[src/rtl/mux_stream_arb.sv]
// mux_stream_arb: N-channel valid/ready stream mux with packet locking.
// Selection is round-robin, fixed priority or manual (MODE). One output register.
//
// Ports:
//   clk, rst_n          clock, asynchronous active-low reset
//   in_valid/in_last    per-channel handshake valid and end-of-packet flag
//   in_data             channel i occupies bits [i*DW +: DW]
//   in_ready            per-channel ready, at most one bit high
//   sel                 channel select, used only when MODE=2
//   out_valid/data/last registered output beat
//   out_ch              source channel of the registered beat
//   out_ready           downstream ready
module mux_stream_arb #(
    parameter int N_CH = 4,
    parameter int DW   = 4,
    parameter int MODE = 0,
    localparam int SELW = $clog2(N_CH)
) (
    input  logic               clk,
    input  logic               rst_n,
    input  logic [N_CH-1:0]    in_valid,
    input  logic [N_CH*DW-1:0] in_data,
    input  logic [N_CH-1:0]    in_last,
    output logic [N_CH-1:0]    in_ready,
    input  logic [SELW-1:0]    sel,
    output logic               out_valid,
    output logic [DW-1:0]      out_data,
    output logic               out_last,
    output logic [SELW-1:0]    out_ch,
    input  logic               out_ready
);

    typedef enum logic {IDLE, LOCK} state_t;

    state_t          state_q, state_d;
    logic [SELW-1:0] g_q, g_d;
    logic [SELW-1:0] p_q, p_d;

    logic [SELW-1:0] arb_ch;
    logic            arb_ok;
    logic [SELW-1:0] g_eff;
    logic            elig;
    logic            ld;
    logic            acc;
    logic            beat_last;
    logic [DW-1:0]   beat_data;

    // Output register can take a new beat when empty or being drained.
    assign ld  = !out_valid || out_ready;
    assign acc = ld && elig;

    // Arbitration among idle channels.
    always_comb begin
        logic [SELW-1:0] ix;
        arb_ch = '0;
        arb_ok = 1'b0;
        ix     = '0;
        if (MODE == 0) begin
            // First valid channel starting at the round-robin pointer.
            for (int k = 0; k < N_CH; k++) begin
                ix = SELW'((int'(p_q) + k) % N_CH);
                if (!arb_ok && in_valid[ix]) begin
                    arb_ok = 1'b1;
                    arb_ch = ix;
                end
            end
        end else if (MODE == 1) begin
            // Descending scan so the lowest valid index is the last write.
            for (int k = N_CH - 1; k >= 0; k--) begin
                if (in_valid[k]) begin
                    arb_ok = 1'b1;
                    arb_ch = SELW'(k);
                end
            end
        end else begin
            // Out-of-range select grants nobody.
            if (int'(sel) < N_CH) begin
                arb_ok = in_valid[sel];
                arb_ch = sel;
            end
        end
    end

    // Grant, FSM next state and per-channel ready.
    always_comb begin
        state_d  = state_q;
        g_d      = g_q;
        p_d      = p_q;
        g_eff    = arb_ch;
        elig     = arb_ok;
        in_ready = '0;

        unique case (state_q)
            IDLE: begin
                g_eff = arb_ch;
                elig  = arb_ok;
            end
            LOCK: begin
                g_eff = g_q;
                elig  = in_valid[g_q];
            end
            default: begin
                g_eff = arb_ch;
                elig  = arb_ok;
            end
        endcase

        if (ld && elig) begin
            in_ready[g_eff] = 1'b1;
        end

        if (acc) begin
            unique case (state_q)
                IDLE: begin
                    if (!in_last[g_eff]) begin
                        state_d = LOCK;
                        g_d     = g_eff;
                    end
                end
                LOCK: begin
                    if (in_last[g_eff]) begin
                        state_d = IDLE;
                    end
                end
                default: state_d = IDLE;
            endcase
            // Pointer advances past the channel that just finished a packet.
            if (MODE == 0 && in_last[g_eff]) begin
                if (int'(g_eff) == N_CH - 1) begin
                    p_d = '0;
                end else begin
                    p_d = g_eff + 1'b1;
                end
            end
        end
    end

    assign beat_last = in_last[g_eff];
    assign beat_data = in_data[int'(g_eff)*DW +: DW];

    always_ff @(posedge clk or negedge rst_n) begin
        if (!rst_n) begin
            state_q <= IDLE;
            g_q     <= '0;
            p_q     <= '0;
        end else begin
            state_q <= state_d;
            g_q     <= g_d;
            p_q     <= p_d;
        end
    end

    always_ff @(posedge clk or negedge rst_n) begin
        if (!rst_n) begin
            out_valid <= 1'b0;
            out_data  <= '0;
            out_last  <= 1'b0;
            out_ch    <= '0;
        end else if (ld) begin
            out_valid <= acc;
            if (acc) begin
                out_data <= beat_data;
                out_last <= beat_last;
                out_ch   <= g_eff;
            end
        end
    end

endmodule

[config.mk]
export PLATFORM = sky130hd
export DESIGN_NAME = mux_stream_arb
export DESIGN_NICKNAME = d
export VERILOG_FILES = /design/src/rtl/mux_stream_arb.sv
export SDC_FILE = /design/constraint.sdc
export NUM_CORES = 1
export LEC_CHECK = 0
export CORE_UTILIZATION = 47
export CTS_CLUSTER_DIAMETER = 120
export DETAILED_ROUTE_END_ITERATION = 12
export PLACE_DENSITY = 0.95
export SETUP_SLACK_MARGIN = 0.02
export SYNTH_ARGS = -nofsm -noshare
export SYNTH_HDL_FRONTEND = slang
export SYNTH_SLANG_ARGS = --single-unit
export TNS_END_PERCENT = 100
[constraint.sdc]
create_clock -name clk -period 5.2 [get_ports clk]
set_input_delay 0.78 -clock clk [delete_from_list [all_inputs] [get_ports clk]]
set_output_delay 0.78 -clock clk [all_outputs]
set_load 0.02 [all_outputs]
---- Word-level counts from Yosys, hierarchy flattened ----
Cells that the tools add are included.
operators by class
  add/sub/neg operators ................... 4
  magnitude comparators ................... 7
  equality and inequality tests ........... 1
  shift operators ......................... 1
  multiplexer cells ....................... 27
  bitwise operators ....................... 2
  reduce and logical (&&, ||, !) cells .... 13
operators by type and width
  kind                                                                                 count
  2-bit by 3-bit < comparator with 1-bit output, second input constant                 6
  16-bit by 5-bit indexed part select with 4-bit output                                1
  1-bit binary-select mux with 2-bit select                                            6
  1-bit two-way mux                                                                    12
  2-bit two-way mux                                                                    5
  1-bit logical AND                                                                    5
  2-bit by 1-bit adder with 2-bit output, second input constant                        2
  2-bit adder, second input constant                                                   2
  1-bit logical NOT                                                                    4
  4-bit two-way mux                                                                    1
  2-bit case mux with 2 select lines                                                   1
  2-bit AND reduction                                                                  2
  3-bit AND reduction                                                                  1
  1-bit demux with 2-bit select                                                        1
  2-bit by 1-bit == test with 1-bit output, second input constant                      1
  2-bit by 1-bit greater-or-equal comparator with 1-bit output, second input constant  1
  1-bit NOT                                                                            2
  1-bit case mux with 2 select lines                                                   1
  1-bit logical OR                                                                     1
word-level totals
  flip-flop bits (word level) ............. 13
  bits of input ports ..................... 29
  word-level logic and storage cells ...... 62

---- Logic depth before layout (Yosys ltp) ----
Gate-level depths: netlist (run 1).
  depth in word-level cells ............... 18
  gate-level depth with buffers ........... 9
  depth with buffers taken out ............ 7

---- Least setup slack after synthesis (run 1) ----
OpenSTA, ideal clock, no wires.
  path kind ............................... input -> output
  from .................................... input port in_valid[3]
  to ...................................... output port in_ready[0]
  arrival time ............................ 2287 ps
  data required time ...................... 4420 ps
  setup slack ............................. 2133 ps
  stages on the path ...................... 6
  path buffers ............................ 2
  cell sequence ........................... or4_1 > a311o_1 > and3_1 > buf_6 > buf_6 > and2_1
on the way
  cells in the longest elaborated chain, start to end .. 18
  elaborated cells on any way between the ends .. 33
  those cells by class .................... order compare (2); mux (23); reduce/logical (8)
ends and longest elaborated chain
  item                                                                                                                                                 RTL line  text
  start, declared                                                                                                                                      21        input logic [N_CH-1:0] in_valid,
  1-bit binary-select mux with 2-bit select                                                                                                            62        if (!arb_ok && in_valid[ix]) begin
  1-bit two-way mux (implied by the code)                                                                                                              62
  1-bit two-way mux                                                                                                                                    62
  1-bit logical NOT                                                                                                                                    62
  1-bit logical AND                                                                                                                                    62
  1-bit two-way mux                                                                                                                                    62
  1-bit logical NOT                                                                                                                                    62
  1-bit logical AND                                                                                                                                    62
  [2 not listed]                                                                                                                                       -
  1-bit logical AND                                                                                                                                    62
  2-bit two-way mux                                                                                                                                    62
  2-bit case mux with 2 select lines                                                                                                                   93        unique case (state_q)
  2-bit by 3-bit < comparator with 1-bit output (implied by the code) or 2-bit by 1-bit greater-or-equal comparator with 1-bit output (tied branches)  109       in_ready[g_eff] = 1'b1;
  1-bit logical AND (implied by the code)                                                                                                              109
  1-bit two-way mux (implied by the code)                                                                                                              109
  1-bit demux with 2-bit select                                                                                                                        109
  4-bit two-way mux (*)                                                                                                                                108       if (ld && elig) begin
  end, declared                                                                                                                                        24        output logic [N_CH-1:0] in_ready,
Mark *: on every way between the ends. The rest lies on a longest branch, timed or not. The select of a mux whose other input is x is not followed.

---- Worst setup path in the final report (run 1) ----
  from .................................... input port in_valid[2]
  to ...................................... output port in_ready[2]
Same word-level chain as after synthesis.

==> run_results.csv, run 1 <==
group,metric,value,unit
run_status,outcome,"completed",
min_path,hold_start,"out_data[0]",
global_routing,first_global_vias,872,
layout,drive_above_1_share,0.120,
clock_tree,cts-root-buf,"clkbuf_4",
logic_synthesis,async_reset_ff_frac,1.00,
critical_path,rrSetupSlack,2.64,ns
logic_synthesis,synth_cell_types,39,
min_path,hold_path_class,"flip-flop to flip-flop",
clock_tree,cts_buffer_depth,2,
critical_path,r2r-end,"p_q[1]",
floorplanning,io_pins,41,
layout,syn_to_final_growth,37.1,%
critical_path,rr_worst_depth,6,
min_path,min_to,"out_data[0]",
place,placed_area,0.00145,mm2
clock_tree,cts_resized,0,
layout,final_core_util,0.715,
timing,max_freq,233,MHz
layout,fill_cells,156,
detailed_routing,firstDrtPassIters,4,
floorplanning,dieWidth,49.8,um
logic_synthesis,synth.avg_cell_area,10.2,um2
logic_synthesis,synth_edf_count,0,
detailed_routing,drt_iter0_drc,14,
logic_synthesis,synth_nets,138,
logic_synthesis,synthCells,105,
logic_synthesis,yosys_warnings,0,
global_routing,gr-usage-all-layers,0.222,
logic_synthesis,netlist_area,0.00107,mm2
logic_synthesis,ys_ff_latch,13,
power_and_ir_drop,powerDensity,563,mW/mm2
detailed_routing,wl_per_cell,14.0,um
clock_tree,clkSinkCount,13,
detailed_routing,vias,948,
critical_path,crit_type,"input port to output port",
floorplanning,dieArea,0.00248,mm2
logic_synthesis,synth_top_area_cell,"dfrtp_1",
timing,finalMaxSlewViolations,0,
timing,worst_slew_pin_slew,0.715,ns
layout,final_common_cell,"clkdlybuf4s50_1",
global_routing,grt_first_pass_wirelength,4.02,mm
timing,skew,0.00182,ns
detailed_routing,drc_errors,0,
timing,post-route-period-util,0.825,
clock_tree,insertion_delay,0.27,ns
global_routing,antenna_found_initial,0,
floorplanning,coreArea,0.00206,mm2
logic_synthesis,yosysSeqAreaShare,0.303,
timing,slew_headroom,0.520,
power_and_ir_drop,irDropWorstVdd,0.340,mV
place,hpwl,1.90,mm
logic_synthesis,netlist.area_leader.share,0.303,
timing,finalHoldViolCount,0,
logic_synthesis,yosys_most_used_dff,"dfrtp_1",
detailed_routing,antenna_left,0,
layout,final_cell_mix,"clkdlybuf4s50_1 (38), mux2i_1 (14), dfrtp_1 (13)",
power_and_ir_drop,p_leak,0.625,nW
detailed_routing,avgViaCountPerCell,5.61,
clock_tree,h-tree-depth,1,
clock_tree,cts_tree,"yes",
floorplanning,die_y,49.8,um
clock_tree,post-cts-setup-buffers,0,
layout,final_nets,176,
clock_tree,cts-hold-fix-buffers,0,
timing,rsz0062_at_grt,"false",
place,io_buffers,38,
power_and_ir_drop,p_total,829,uW
timing,setup-tns-final,0,ns
clock_tree,path_clk_slew,0.08,ns
place,gp_congestion,0.850,
detailed_routing,routed_wl,2.37,mm
critical_path,path_max_fanout,8,
job,drv_cap,0,
timing,finalSetupViolations,0,
global_routing,grt_max_degree,18,
timing,period_needed,4.29,ns
layout,final_cells,169,
floorplanning,start_util,0.521,
place,placedCellCount,165,
critical_path,endpoint_kind,"output port",
min_path,min_path_cells,1,
critical_path,r2r_start,"p_q[0]",
clock_tree,cts_buffers,3,
layout,n_antenna_cell,0,
global_routing,grt_overflow_total,0,
layout,stdcell_area,0.00147,mm2
critical_path,cp.arrival,3.51,ns
critical_path,crit_path_start_kind,"input port",
critical_path,required,4.42,ns
logic_synthesis,synth_area_leaders,"dfrtp_1 (30%), mux2i_1 (13%), mux2_4 (5.6%), ha_1 (4.7%), mux4_2 (4.2%)",
floorplanning,rows,16,
-- Yosys cell counts, types with 2 or more instances --
library cell  instances
buf_6                 3
and2_1                6
nor3b_1               3
mux2_4                4
ha_1                  4
nand2b_1              3
dfrtp_1              13
mux2_1                2
mux2i_1              14
mux4_2                2
o21ai_0               2
nor2_1                5
nand2_1               8
a21oi_1               5
inv_1                 5
buf_2                 3
-- layer usage --
layer,part of all wire,vias to the layer above,track usage,wire length (um)
met1,0.41,464,0.245,970
met5,0,-,0,0
met4,0.012,0,0.0810,28
met3,0.041,4,0.0741,98
li1,-,455,-,-
met2,0.54,25,0.392,1280
-- final cells by class --
type                    instances  area (um2)  area share
well taps                      27        33.8      0.0229
flip-flops and latches         13         325       0.221
repair buffers                 39         388       0.263
multi-input cells              80         678       0.460
clock buffers                   4        26.3      0.0178
inverters                       6        22.5      0.0153
-- metrics by stage --
stage	hold slack, ns	setup slack, ns
after floorplan	0.484	2.13
after global placement	0.494	0.995
after detailed placement	0.498	0.892
after CTS	0.524	0.889
after global routing	0.550	0.756
final	0.522	0.908
-- critical path: stages --
cell and delay (ns):
clkdlybuf4s50_1 0.58, nor2b_1 0.19, a311oi_2 0.09, o31ai_2 0.66
buf_4 0.30, ha_1 0.15, and2_1 0.13, clkdlybuf4s50_1 0.63
-- report_power, final --
group	internal (mW)	switching, mW
registers	0.153	0.0553
logic	0.290	0.269
clock network	0.0297	0.0326
-- sequential cells by signal, summed over array words and instances (netlist names) --
register,count
g_q,2
out_ch,2
out_data,4
out_last,1
out_valid,1
p_q,2
state_q,1
-- worst max path at each step --
stage / startpoint / to / slack [ns]
after global routing: in_valid[1] / in_ready[2] / 0.76
after detailed placement: in_valid[2] / in_ready[2] / 0.89
after global placement: in_valid[2] / in_ready[2] / 1.0
after CTS: in_valid[2] / in_ready[2] / 0.89
final: in_valid[2] / in_ready[2] / 0.91
after floorplan: in_valid[3] / in_ready[0] / 2.13
-- cells by family after synthesis --
group	synth area share
AND/OR/NAND/NOR	0.161
buffers and inverters	0.0663
multiplexers	0.260
flip-flops	0.303
AO/OA/AOI/OAI	0.164
adder cells (fa/ha/maj)	0.0466
Note: power is estimated with default switching activity, not from simulation.
==> run 2, diff against run 1 <==
CORE_UTILIZATION = 44   (was 47)
PLACE_DENSITY = 0.91   (was 0.95)
clock period = 4.11 ns   (was 5.2 ns; I/O delays follow)
==> run_results.csv, run 2 (synthesized netlist as in run 1, its figures left out) <==
group,metric,value,unit
detailed_routing,firstDrtPassIters,4,
layout,n_antenna_cell,0,
detailed_routing,drt_iter0_drc,13,
floorplanning,dieArea,0.00264,mm2
critical_path,critPathTopFamily,"simple AND/OR/NAND/NOR gates",
detailed_routing,routed_wl,2.65,mm
timing,rsz0062_at_grt,"false",
layout,final_cell_mix,"clkdlybuf4s50_1 (38), mux2i_1 (14), dfrtp_1 (13)",
place,placedCellCount,168,
layout,top_register,"out_data",
min_path,hold_start,"out_data[2]",
power_and_ir_drop,powerDensity,730,mW/mm2
timing,finalHoldViolCount,0,
global_routing,grt_max_degree,14,
detailed_routing,wl_per_cell,15.4,um
layout,final_common_cell,"clkdlybuf4s50_1",
critical_path,slowest_stage,"or4_1",
clock_tree,h-tree-depth,1,
layout,final_cells,172,
place,hpwl,2.02,mm
layout,drive_above_1_share,0.132,
layout,fill_cells,183,
critical_path,critPathMaxStageDelay,0.56,ns
clock_tree,cts_resized,0,
clock_tree,path_clk_slew,0.08,ns
detailed_routing,wl_met1,1.12,mm
layout,syn_to_final_growth,38.6,%
layout,final_nets,178,
min_path,hold_path_class,"flip-flop to flip-flop",
timing,setup-tns-final,0,ns
place,io_buffers,38,
critical_path,path_max_fanout,11,
global_routing,antenna_found_initial,0,
detailed_routing,dr_wl_met3,143,um
critical_path,crit_path_start_kind,"input port",
detailed_routing,drc_errors,0,
timing,skew,0.00732,ns
critical_path,r2r_start,"p_q[1]",
critical_path,cp.arrival,3.18,ns
clock_tree,cts_buffer_depth,2,
critical_path,r2r-end,"p_q[1]",
critical_path,crit_type,"input port to output port",
critical_path,rrSetupSlack,1.55,ns
floorplanning,io_pins,41,
clock_tree,cts-hold-fix-buffers,0,
detailed_routing,vias,978,
floorplanning,coreArea,0.00225,mm2
floorplanning,dieWidth,51.4,um
floorplanning,start_util,0.477,
power_and_ir_drop,p_leak,0.635,nW
detailed_routing,antenna_left,0,
place,gp_congestion,0.766,
timing,finalSetupViolations,0,
timing,post-route-period-util,0.924,
global_routing,grt_overflow_total,0,
job,drv_cap,0,
run_status,outcome,"completed",
timing,worst_slew_pin_slew,0.642,ns
timing,whs,0.526,ns
timing,max_freq,263,MHz
global_routing,gr-usage-all-layers,0.230,
clock_tree,cts-root-buf,"clkbuf_4",
critical_path,cp_cell_sequence,"clkdlybuf4s50_1 > or4_1 > a311o_1 > and3_1 > and2_1 > clkdlybuf4s50_1",
timing,slew_headroom,0.571,
clock_tree,insertion_delay,0.29,ns
critical_path,cp_common_cell,"clkdlybuf4s50_1",
detailed_routing,wl_met2,1.31,mm
timing,period_needed,3.80,ns
critical_path,critPathBufInv,2,
power_and_ir_drop,irDropWorstVdd,0.537,mV
detailed_routing,avgViaCountPerCell,5.69,
clock_tree,clkSinkCount,13,
layout,largest_reg_flops,4,
critical_path,required,3.49,ns
floorplanning,rows,17,
clock_tree,cts_tree,"yes",
critical_path,endpoint_kind,"output port",
min_path,min_path_cells,1,
global_routing,grt_first_pass_wirelength,4.46,mm
critical_path,rr_worst_depth,6,
global_routing,first_global_vias,1013,
timing,finalMaxSlewViolations,0,
detailed_routing,top_layer,"met4",
power_and_ir_drop,p_total,1.09,mW
floorplanning,die_y,51.4,um
clock_tree,post-cts-setup-buffers,0,
min_path,min_to,"out_data[2]",
clock_tree,cts_buffers,3,
[run 2: cell count changes in the layout (fill, tap and decap cells not counted)]
cell,delta
buf_4,+2
[run 2: how the worst max path moves through the flow]
stage	slack, ns	start	to	depth (start not counted)
floorplan	1.37	in_valid[3]	in_ready[0]	6
global placement	0.42	in_valid[1]	in_ready[1]	6
detailed placement	0.33	in_valid[1]	in_ready[2]	6
CTS	0.31	in_valid[1]	in_ready[2]	6
global route	0.18	in_valid[0]	in_ready[1]	9
finish	0.31	in_valid[1]	in_ready[1]	6
[run 2: worst reg2reg max path: cells and delay by family, from the launching register on]
family	cells	cell delay, ns
AOI/OAI and AO/OA	2	0.45
muxes	2	0.88
DFF	1	0.56
buffers and inverters	1	0.24
and+or+nand+nor	1	0.30
[run 2: layer usage]
layer	track usage	vias to the layer above
met2	0.403	37
met5	0	-
met1	0.247	473
li1	-	459
met4	0.144	0
met3	0.0506	9
[run 2: layout make-up]
| class | instances | area (um2) | share of cell area |
|---|---|---|---|
| clock buffer | 4 | 26.3 | 0.0176 |
| sequential | 13 | 325 | 0.218 |
| inverter | 6 | 22.5 | 0.0151 |
| tap | 28 | 35.0 | 0.0235 |
| timing repair buffer | 41 | 403 | 0.270 |
| multi-input combinational | 80 | 678 | 0.455 |
[run 2: stage by stage]
step	utilization	cell area, um2	setup slack, ns
CTS	0.661	1490	0.315
detailed placement	0.649	1460	0.330
global route	0.661	1490	0.180
finish	0.661	1490	0.313
global placement	0.649	1460	0.415
floorplan	-	1070	1.37
[run 2: where the power goes]
group | internal (mW) | total (mW) | switching (mW)
Sequential | 0.194 | 0.266 | 0.0720
Combinational | 0.382 | 0.740 | 0.358
Clock | 0.0378 | 0.0819 | 0.0442
Total | 0.614 | 1.09 | 0.474
==> run 3, diff against run 2 <==
CTS_CLUSTER_DIAMETER = 100   (was 120)
TNS_END_PERCENT = 5   (was 100)
==> results of run 3 <==
No change in the layout: final DEF, timing and power equal those of run 2.
